## config.mk

```make
export PLATFORM = sky130hd
export DESIGN_NAME = int_arbiter
export DESIGN_NICKNAME = d
export VERILOG_FILES = /design/src/rtl/int_arbiter.sv
export SDC_FILE = /design/constraint.sdc
export NUM_CORES = 1
export LEC_CHECK = 0
export BUFFER_PORTS_ARGS = -buffer_cell sky130_fd_sc_hd__buf_2
export CAP_MARGIN = 20
export CORE_MARGIN = 4
export CORE_UTILIZATION = 45
export CTS_CLUSTER_DIAMETER = 200
export DETAILED_ROUTE_END_ITERATION = 10
export GPL_ROUTABILITY_DRIVEN = 1
export HOLD_SLACK_MARGIN = 0.08
export PLACE_DENSITY = 0.83
export SLEW_MARGIN = 20
export SYNTH_ARGS = -nofsm -noshare
export SYNTH_HDL_FRONTEND = slang
export SYNTH_SLANG_ARGS = --single-unit
export TNS_END_PERCENT = 100
```

## constraint.sdc

```tcl
create_clock -name clk -period 2.1 [get_ports clk]
set_input_delay 0.21 -clock clk [delete_from_list [all_inputs] [get_ports clk]]
set_output_delay 0.21 -clock clk [all_outputs]
set_load 0.005 [all_outputs]
```

## src/rtl/int_arbiter.sv

```systemverilog
// Memory-mapped interrupt arbiter: synchronizes up to eight sources, tracks pending bits in edge or
// level mode, and presents the lowest-index enabled request to the CPU through a claim/EOI handshake.
module int_arbiter #(
  parameter int N_SRC = 8
) (
  input  logic             clk,
  input  logic             RSTN,
  input  logic [N_SRC-1:0] irq_src,
  input  logic             cs,
  input  logic             we,
  input  logic [1:0]       addr,
  input  logic [31:0]      wdata,
  output logic [31:0]      rdata,
  output logic             INT,
  output logic             busy
);

  typedef enum logic {
    IDLE,
    SERVICE
  } state_t;

  localparam logic [1:0] ADDR_PEND  = 2'd0;
  localparam logic [1:0] ADDR_MASK  = 2'd1;
  localparam logic [1:0] ADDR_MODE  = 2'd2;
  localparam logic [1:0] ADDR_CLAIM = 2'd3;

  state_t           state_reg, state_next;
  logic [N_SRC-1:0] s1_reg, s2_reg, s3_reg;
  logic [N_SRC-1:0] pend_reg, pend_next;
  logic [N_SRC-1:0] mask_reg, mode_reg;
  logic [2:0]       isr_id_reg;
  logic             int_reg, int_next;
  logic             busy_reg, busy_next;

  logic [N_SRC-1:0] edge_det;
  logic [N_SRC-1:0] pend_view;
  logic [N_SRC-1:0] req;
  logic [N_SRC-1:0] w1c;
  logic [N_SRC-1:0] claim_clr;
  logic [2:0]       winner;
  logic             claim_rd;
  logic             eoi_wr;
  logic             wr_mask, wr_mode;
  logic [31:0]      claim_data;

  assign wr_mask  = cs & we & (addr == ADDR_MASK);
  assign wr_mode  = cs & we & (addr == ADDR_MODE);
  assign eoi_wr   = cs & we & (addr == ADDR_CLAIM);
  assign w1c      = (cs & we & (addr == ADDR_PEND)) ? wdata[N_SRC-1:0] : '0;
  assign req      = pend_view & mask_reg;
  assign claim_rd = cs & ~we & (addr == ADDR_CLAIM) & (state_reg == IDLE) & (|req);

  // Lowest set index wins: scan downward so the last hit is the smallest index.
  always_comb begin
    winner = 3'd0;
    for (int i = N_SRC - 1; i >= 0; i--) begin
      if (req[i]) winner = i[2:0];
    end
  end

  genvar gi;
  generate
    for (gi = 0; gi < N_SRC; gi++) begin : g_src
      assign edge_det[gi]  = s2_reg[gi] & ~s3_reg[gi];
      assign claim_clr[gi] = claim_rd & (winner == 3'(gi));
      // A fresh edge overrides both W1C and claim clears; level bits keep pend_reg at zero.
      assign pend_next[gi] = mode_reg[gi]
                           ? (edge_det[gi] | (pend_reg[gi] & ~w1c[gi] & ~claim_clr[gi]))
                           : 1'b0;
      assign pend_view[gi] = mode_reg[gi] ? pend_reg[gi] : s2_reg[gi];
    end
  endgenerate

  always_comb begin
    state_next = state_reg;
    case (state_reg)
      IDLE:    if (claim_rd) state_next = SERVICE;
      SERVICE: if (eoi_wr)   state_next = IDLE;
      default: state_next = IDLE;
    endcase
    // Held low on the claim edge and on the EOI edge, so a still-pending source re-raises one edge after EOI.
    int_next  = (|req) & (state_reg == IDLE) & ~claim_rd;
    busy_next = (state_next == SERVICE);
  end

  always_ff @(posedge clk or negedge RSTN) begin
    if (!RSTN) begin
      state_reg  <= IDLE;
      s1_reg     <= '0;
      s2_reg     <= '0;
      s3_reg     <= '0;
      pend_reg   <= '0;
      mask_reg   <= '0;
      mode_reg   <= '1;
      isr_id_reg <= 3'd0;
      int_reg    <= 1'b0;
      busy_reg   <= 1'b0;
    end else begin
      state_reg <= state_next;
      s1_reg    <= irq_src;
      s2_reg    <= s1_reg;
      s3_reg    <= s2_reg;
      pend_reg  <= pend_next;
      int_reg   <= int_next;
      busy_reg  <= busy_next;
      if (wr_mask)  mask_reg   <= wdata[N_SRC-1:0];
      if (wr_mode)  mode_reg   <= wdata[N_SRC-1:0];
      if (claim_rd) isr_id_reg <= winner;
    end
  end

  assign claim_data = ((state_reg == IDLE) && (|req)) ? {1'b1, 28'b0, winner} : 32'h0000_0000;

  always_comb begin
    rdata = 32'h0000_0000;
    case (addr)
      ADDR_PEND:  rdata[N_SRC-1:0] = pend_view;
      ADDR_MASK:  rdata[N_SRC-1:0] = mask_reg;
      ADDR_MODE:  rdata[N_SRC-1:0] = mode_reg;
      ADDR_CLAIM: rdata = claim_data;
      default:    rdata = 32'h0000_0000;
    endcase
  end

  assign INT  = int_reg;
  assign busy = busy_reg;

  // The in-service id is kept as internal state only; upper write-data bits have no destination.
  logic unused_bits;
  assign unused_bits = &{1'b0, wdata[31:N_SRC], isr_id_reg};

endmodule
```

# Word-level counts from Yosys, hierarchy flattened
# Cells that the tools add are included.
[op_classes] bitwise_logic=79 n_mux=31 n_eq_ne=10 reduce_logical=4
[ops] op="1-bit AND" n=43
[ops] op="32-bit 2-to-1 mux" n=1
[ops] op="8-bit one-hot mux with 4 select lines" n=1
[ops] op="1-bit inverter" n=27
[ops] op="24-bit 2-to-1 mux" n=1
[ops] op="3-bit 2-to-1 mux" n=8
[ops] op="1-bit 2-to-1 mux" n=18
[ops] op="3-bit == test, second input constant" n=4
[ops] op="8-bit AND" n=1
[ops] op="8-bit 2-to-1 mux" n=1
[ops] op="1-bit bitwise OR" n=8
[ops] op="8-bit OR reduction" n=1
[ops] op="3-bit by 2-bit == test with 1-bit output, second input constant" n=2
[ops] op="2-bit == test, second input constant" n=2
[ops] op="3-bit by 1-bit == test with 1-bit output, second input constant" n=1
[ops] op="3-bit logical NOT" n=1
[ops] op="2-bit by 1-bit == test with 1-bit output, second input constant" n=1
[ops] op="2-bit logical NOT" n=1
[ops] op="1-bit one-hot mux with 2 select lines" n=1
[ops] op="1-bit logical AND" n=1
[totals] output_inout_bits=34 input_bits=46 register_bits=50

# Depth between registers and ports, before layout
[depth] depth_word=16 ltp_mapped=6 mapped_depth_nobuf=5

# Least setup slack after synthesis
# Ideal clock, no wire load.
[synth_timing] path_kind="reg-to-output" start="reg mode_reg[4]" end="out rdata[1]" arrival_time_ps=1536 required_time_ps=1890 path_slack_ps=354 stages_incl_launch_ff=6 cell_sequence="dfstp_2 > mux2_4 > a22oi_2 > nand2b_2 > a21o_1 > o221ai_2"
[synth_between] elab_chain_cells=9 word_cells_on_any_way=11 cone_classes="mux: 8; bitwise: 1; reduce/logical: 2"
[synth_rtl] item="from (decl)" line_no="31" source="logic [N_SRC-1:0] mask_reg, mode_reg;"
[synth_rtl] item="from (signal assigned)" line_no="108" source="if (wr_mode) mode_reg <= wdata[N_SRC-1:0];"
[synth_rtl] item="1-bit 2-to-1 mux (*)" line_no="71" source="assign pend_view[gi] = mode_reg[gi] ? pend_reg[gi] : s2_reg[gi];"
[synth_rtl] item="8-bit AND (*)" line_no="51" source="assign req = pend_view & mask_reg;"
[synth_rtl] item="3-bit 2-to-1 mux (5 in series)" line_no="58" source="if (req[i]) winner = i[2:0];"
[synth_rtl] item="32-bit 2-to-1 mux (*)" line_no="113" source="assign claim_data = ((state_reg == IDLE) && (|req)) ? {1'b1, 28'b0, winner} : 32'h0000_0000;"
[synth_rtl] item="8-bit one-hot mux with 4 select lines (*)" line_no="117" source="case (addr)"
[synth_rtl] item="to (decl)" line_no="13" source="output logic [31:0] rdata,"
# Mark *: on every way between the ends. The rest lies on a longest branch, timed or not.

# Worst setup path in the final report
# Same ends and word-level chain as after synthesis.

==> reports/summary.txt <==
Setup WS post-layout: -0.2003 ns
Slew Limit Fails: 0
Net Sw Power: 0.0007659 W
RR Startpoint: mode_reg[4]$_DFFE_PN1P_
Endpoint with the worst hold slack: busy$_DFF_PN0_
Post-synthesis compound-gate area fraction: 15.52%
Power Density: 859.7 nW/µm²
Internal power: 0.001750 W
Drt pass-1 iters: 4
CTS Sinks: 50
Relative slew slack: 60.51%
Area share of and/or/nand/nor cells after synthesis: 12.74%
Vias in the first global route: 1,885
Switch share: 30.44%
Filler cells: 453
Pwr Total: 0.002516 W
Min-Delay Path Class: primary input to flip-flop
Pin count of the biggest net entering global routing: 27
Fmax: 434.7 MHz
Setup Skew: 0.005455 ns
DR WL/cell: 15.05 µm
First-pass GRT wire length: 8825 µm
Reg clk slew, reported paths: 0.09 ns
Clock latency on the worst-skew pair: 0.30 ns
Share of post-route cells with drive strength above 1: 35.90%
R2r worst-path depth: 7
Rows: 26
Worst hold path startpoint: we
Post-Synthesis Cells: 220
DRC: 0
Period utilisation layout: 109.5%
Die W: 82.16 µm
Reg2reg setup slack: 0.13 ns
Worst EP required: 1.89 ns
1st-iter DRT viols: 94
CTS buffer count: 5
Core box area: 5205 µm²
Die ar.: 6750 µm²
Vias: 1,816
Status: complete, but fails checks
Slowest-stage cell, CP: dfstp_2
Root buffer cell: clkbuf_8
CTS tree: done
Xor/xnor share of the synthesized area: 0%
Routed vias/inst: 5.294
Worst IR Drop VDD: 0.0006191 V
Leak: 1.338 nW
Post-synthesis sequential area ratio: 50.96%
Reg2reg end: busy$_DFF_PN0_
Clock buffer depth: 2
Area of the multi-input gates: 1119 µm²
Final setup TNS: -0.5105 ns
CP Class: flip-flop to output port
# setup viols final: 4
Yosys reg bits: 50
DIE HEIGHT: 82.16 µm
GRT Total Usage: 17.08%
Post-Route WL: 5161 µm
Worst EP arrival: 2.09 ns
Largest family of logic cells by synthesized area: compound AO/OA/AOI/OAI gates
Antenna cells: 0
Reg area: 1261 µm²
Crit-path max cell delay: 0.55 ns
Crit start category: flip-flop
Worst Tran Pin Value: 0.5923 ns
Max H-tree Level: 2
Initial Util: 47.55%
Fin crit period: 2.300 ns
Initial antenna violation count: 0
Adder-cell share of the synthesized area: 0%
Register share of total power: 49.5%
Unique masters post-synth: 51
Fin util: 56.23%
Final GP Congestion: 0.8333
Placed cells: 321
Post-Syn Area: 2475 µm²
YS warnings: 0
Nets: 318
Hold Path Depth: 2
RSZ-0062 raised after global routing: yes
Async set-reset flop share out of synthesis: 100.0%
Syn Area/Cell: 11.25 µm²
Mux cell area share after synthesis: 11.63%
Final std cells w/o fill: 343
Clock group share of total power: 22.7%
GRT overflow: 0
Crit. End Element: output port
Number of port buffers: 32
Antenna viol nets, final: 0
Post-synth EDFFs: 0
Post-DP HPWL: 3618 µm
IO Pins: 80
Max Cap Viol: 0
Comb power frac: 27.8%
Failing checks: negative setup slack
Final hold vios: 0
Critical Path Fanout Max: 4
Top_reg_cell synth: dfrtp_1
Area Overhead vs Synth: 18.25%
Sequence of cells on the critical path: mux2_4, a22oi_2, nand4_1, nand2_2, o221ai_2, buf_2
[metal layers]
metal  share of wire, %  track usage (%)  wire length (µm)
met4               0.95            5.980                49
met3                5.3            3.905               276
met2                 51            27.46              2615
met1                 43            22.74              2218
met5                  0                0                 0
[power by group through the flow]
stage          logic [W]  clock network, W  registers [W]
2_1_floorplan   0.000439                 0        0.00124
3_3_place_gp    0.000572                 0        0.00125
3_5_place_dp    0.000593                 0        0.00126
4_1_cts         0.000706          0.000589        0.00124
5_1_grt         0.000775          0.000635        0.00127
6_report        0.000699          0.000570        0.00125
[worst max-delay path by stage]
| stage | start | to | depth (start not counted) |
|---|---|---|---|
| after floorplan | mode_reg[4]$_DFFE_PN1P_ | rdata[1] | 5 |
| after global placement | mode_reg[3]$_DFFE_PN1P_ | rdata[1] | 6 |
| after detailed placement | mode_reg[3]$_DFFE_PN1P_ | rdata[1] | 6 |
| after CTS | mode_reg[4]$_DFFE_PN1P_ | rdata[1] | 6 |
| after global routing | mode_reg[4]$_DFFE_PN1P_ | rdata[1] | 6 |
| final | mode_reg[4]$_DFFE_PN1P_ | rdata[1] | 6 |
[cells in the final DEF, fill, tap and decap left out, types with 4 or more instances in the layout]
cell type / instances
nand2_1: 19
a21oi_1: 9
nor2_1: 7
o211ai_1: 6
nor3b_1: 5
dfrtp_1: 42
o21ai_0: 8
buf_2: 32
mux2_2: 16
buf_4: 9
dlygate4sd3_1: 9
clkbuf_8: 6
dfstp_2: 8
inv_1: 7
conb_1: 23
mux2_4: 7
nor3_1: 4
[cell usage after synthesis, types with 3 or more instances]
master     n  area [µm²]
nand3_1    3       15.01
nand2_1   19       71.32
o21ai_0    8       40.04
buf_4     23       172.7
a21oi_1   12       60.06
a21o_1     3       22.52
dfstp_2    8       210.2
nand2b_1   3       18.77
mux2_4     5       75.07
dfrtp_1   42        1051
and3_1     3       18.77
nor3b_1    5       37.54
nor2_1     7       26.28
inv_1      7       26.28
nand4_1    3       18.77
mux2_2    18       202.7
o211ai_1   6       45.04
nor3_1     4       20.02
[worst max-delay path: cells and delay by family, from the launching register on]
family / cells / cell delay (ns)
DFF: 1 / 0.55
AOI/OAI and AO/OA: 2 / 0.42
and+or+nand+nor: 2 / 0.37
muxes: 1 / 0.31
buffers and inverters: 1 / 0.15
[what timing repair did]
action | in CTS | in global routing
pin swaps | 8 | 3
gates cloned | 0 | 0
hold buffers | 9 | 0
endpoints found under the setup margin | 4 | 6
endpoints found under the hold margin | 29 | 0
setup buffers | 7 | 0
gates resized for setup | 7 | 2
[cell families (layout without fill, tap and decap cells)]
family | after synthesis | after routing
compound gates | 51 | 51
buf+inv | 36 | 67
flops | 50 | 50
mux | 24 | 24
other cells | 1 | 23
simple gates | 58 | 58
[final cells by class]
cell class / count / share of cell area [%]
Inverter: 8 / 1.026
Tap cell: 70 / 2.993
Clock buffer: 7 / 2.950
Clock inverter: 1 / 0.1710
Multi-Input combinational cell: 156 / 38.22
Sequential cell: 50 / 43.10
Timing Repair Buffer: 51 / 11.54
[per-stage QoR]
| stage | instance area, µm² | setup WS [ns] | hold slack (ns) |
|---|---|---|---|
| 2_1_floorplan | 2557 | 0.3535 | -0.08559 |
| 3_3_place_gp | 2663 | 0.1502 | 0.2372 |
| 3_5_place_dp | 2663 | 0.1234 | 0.2461 |
| 4_1_cts | 2932 | -0.1615 | 0.1490 |
| 5_1_grt | 2927 | -0.3267 | 0.1626 |
| 6_report | 2927 | -0.2003 | 0.1616 |
Note: power is estimated with default switching activity, not from simulation.
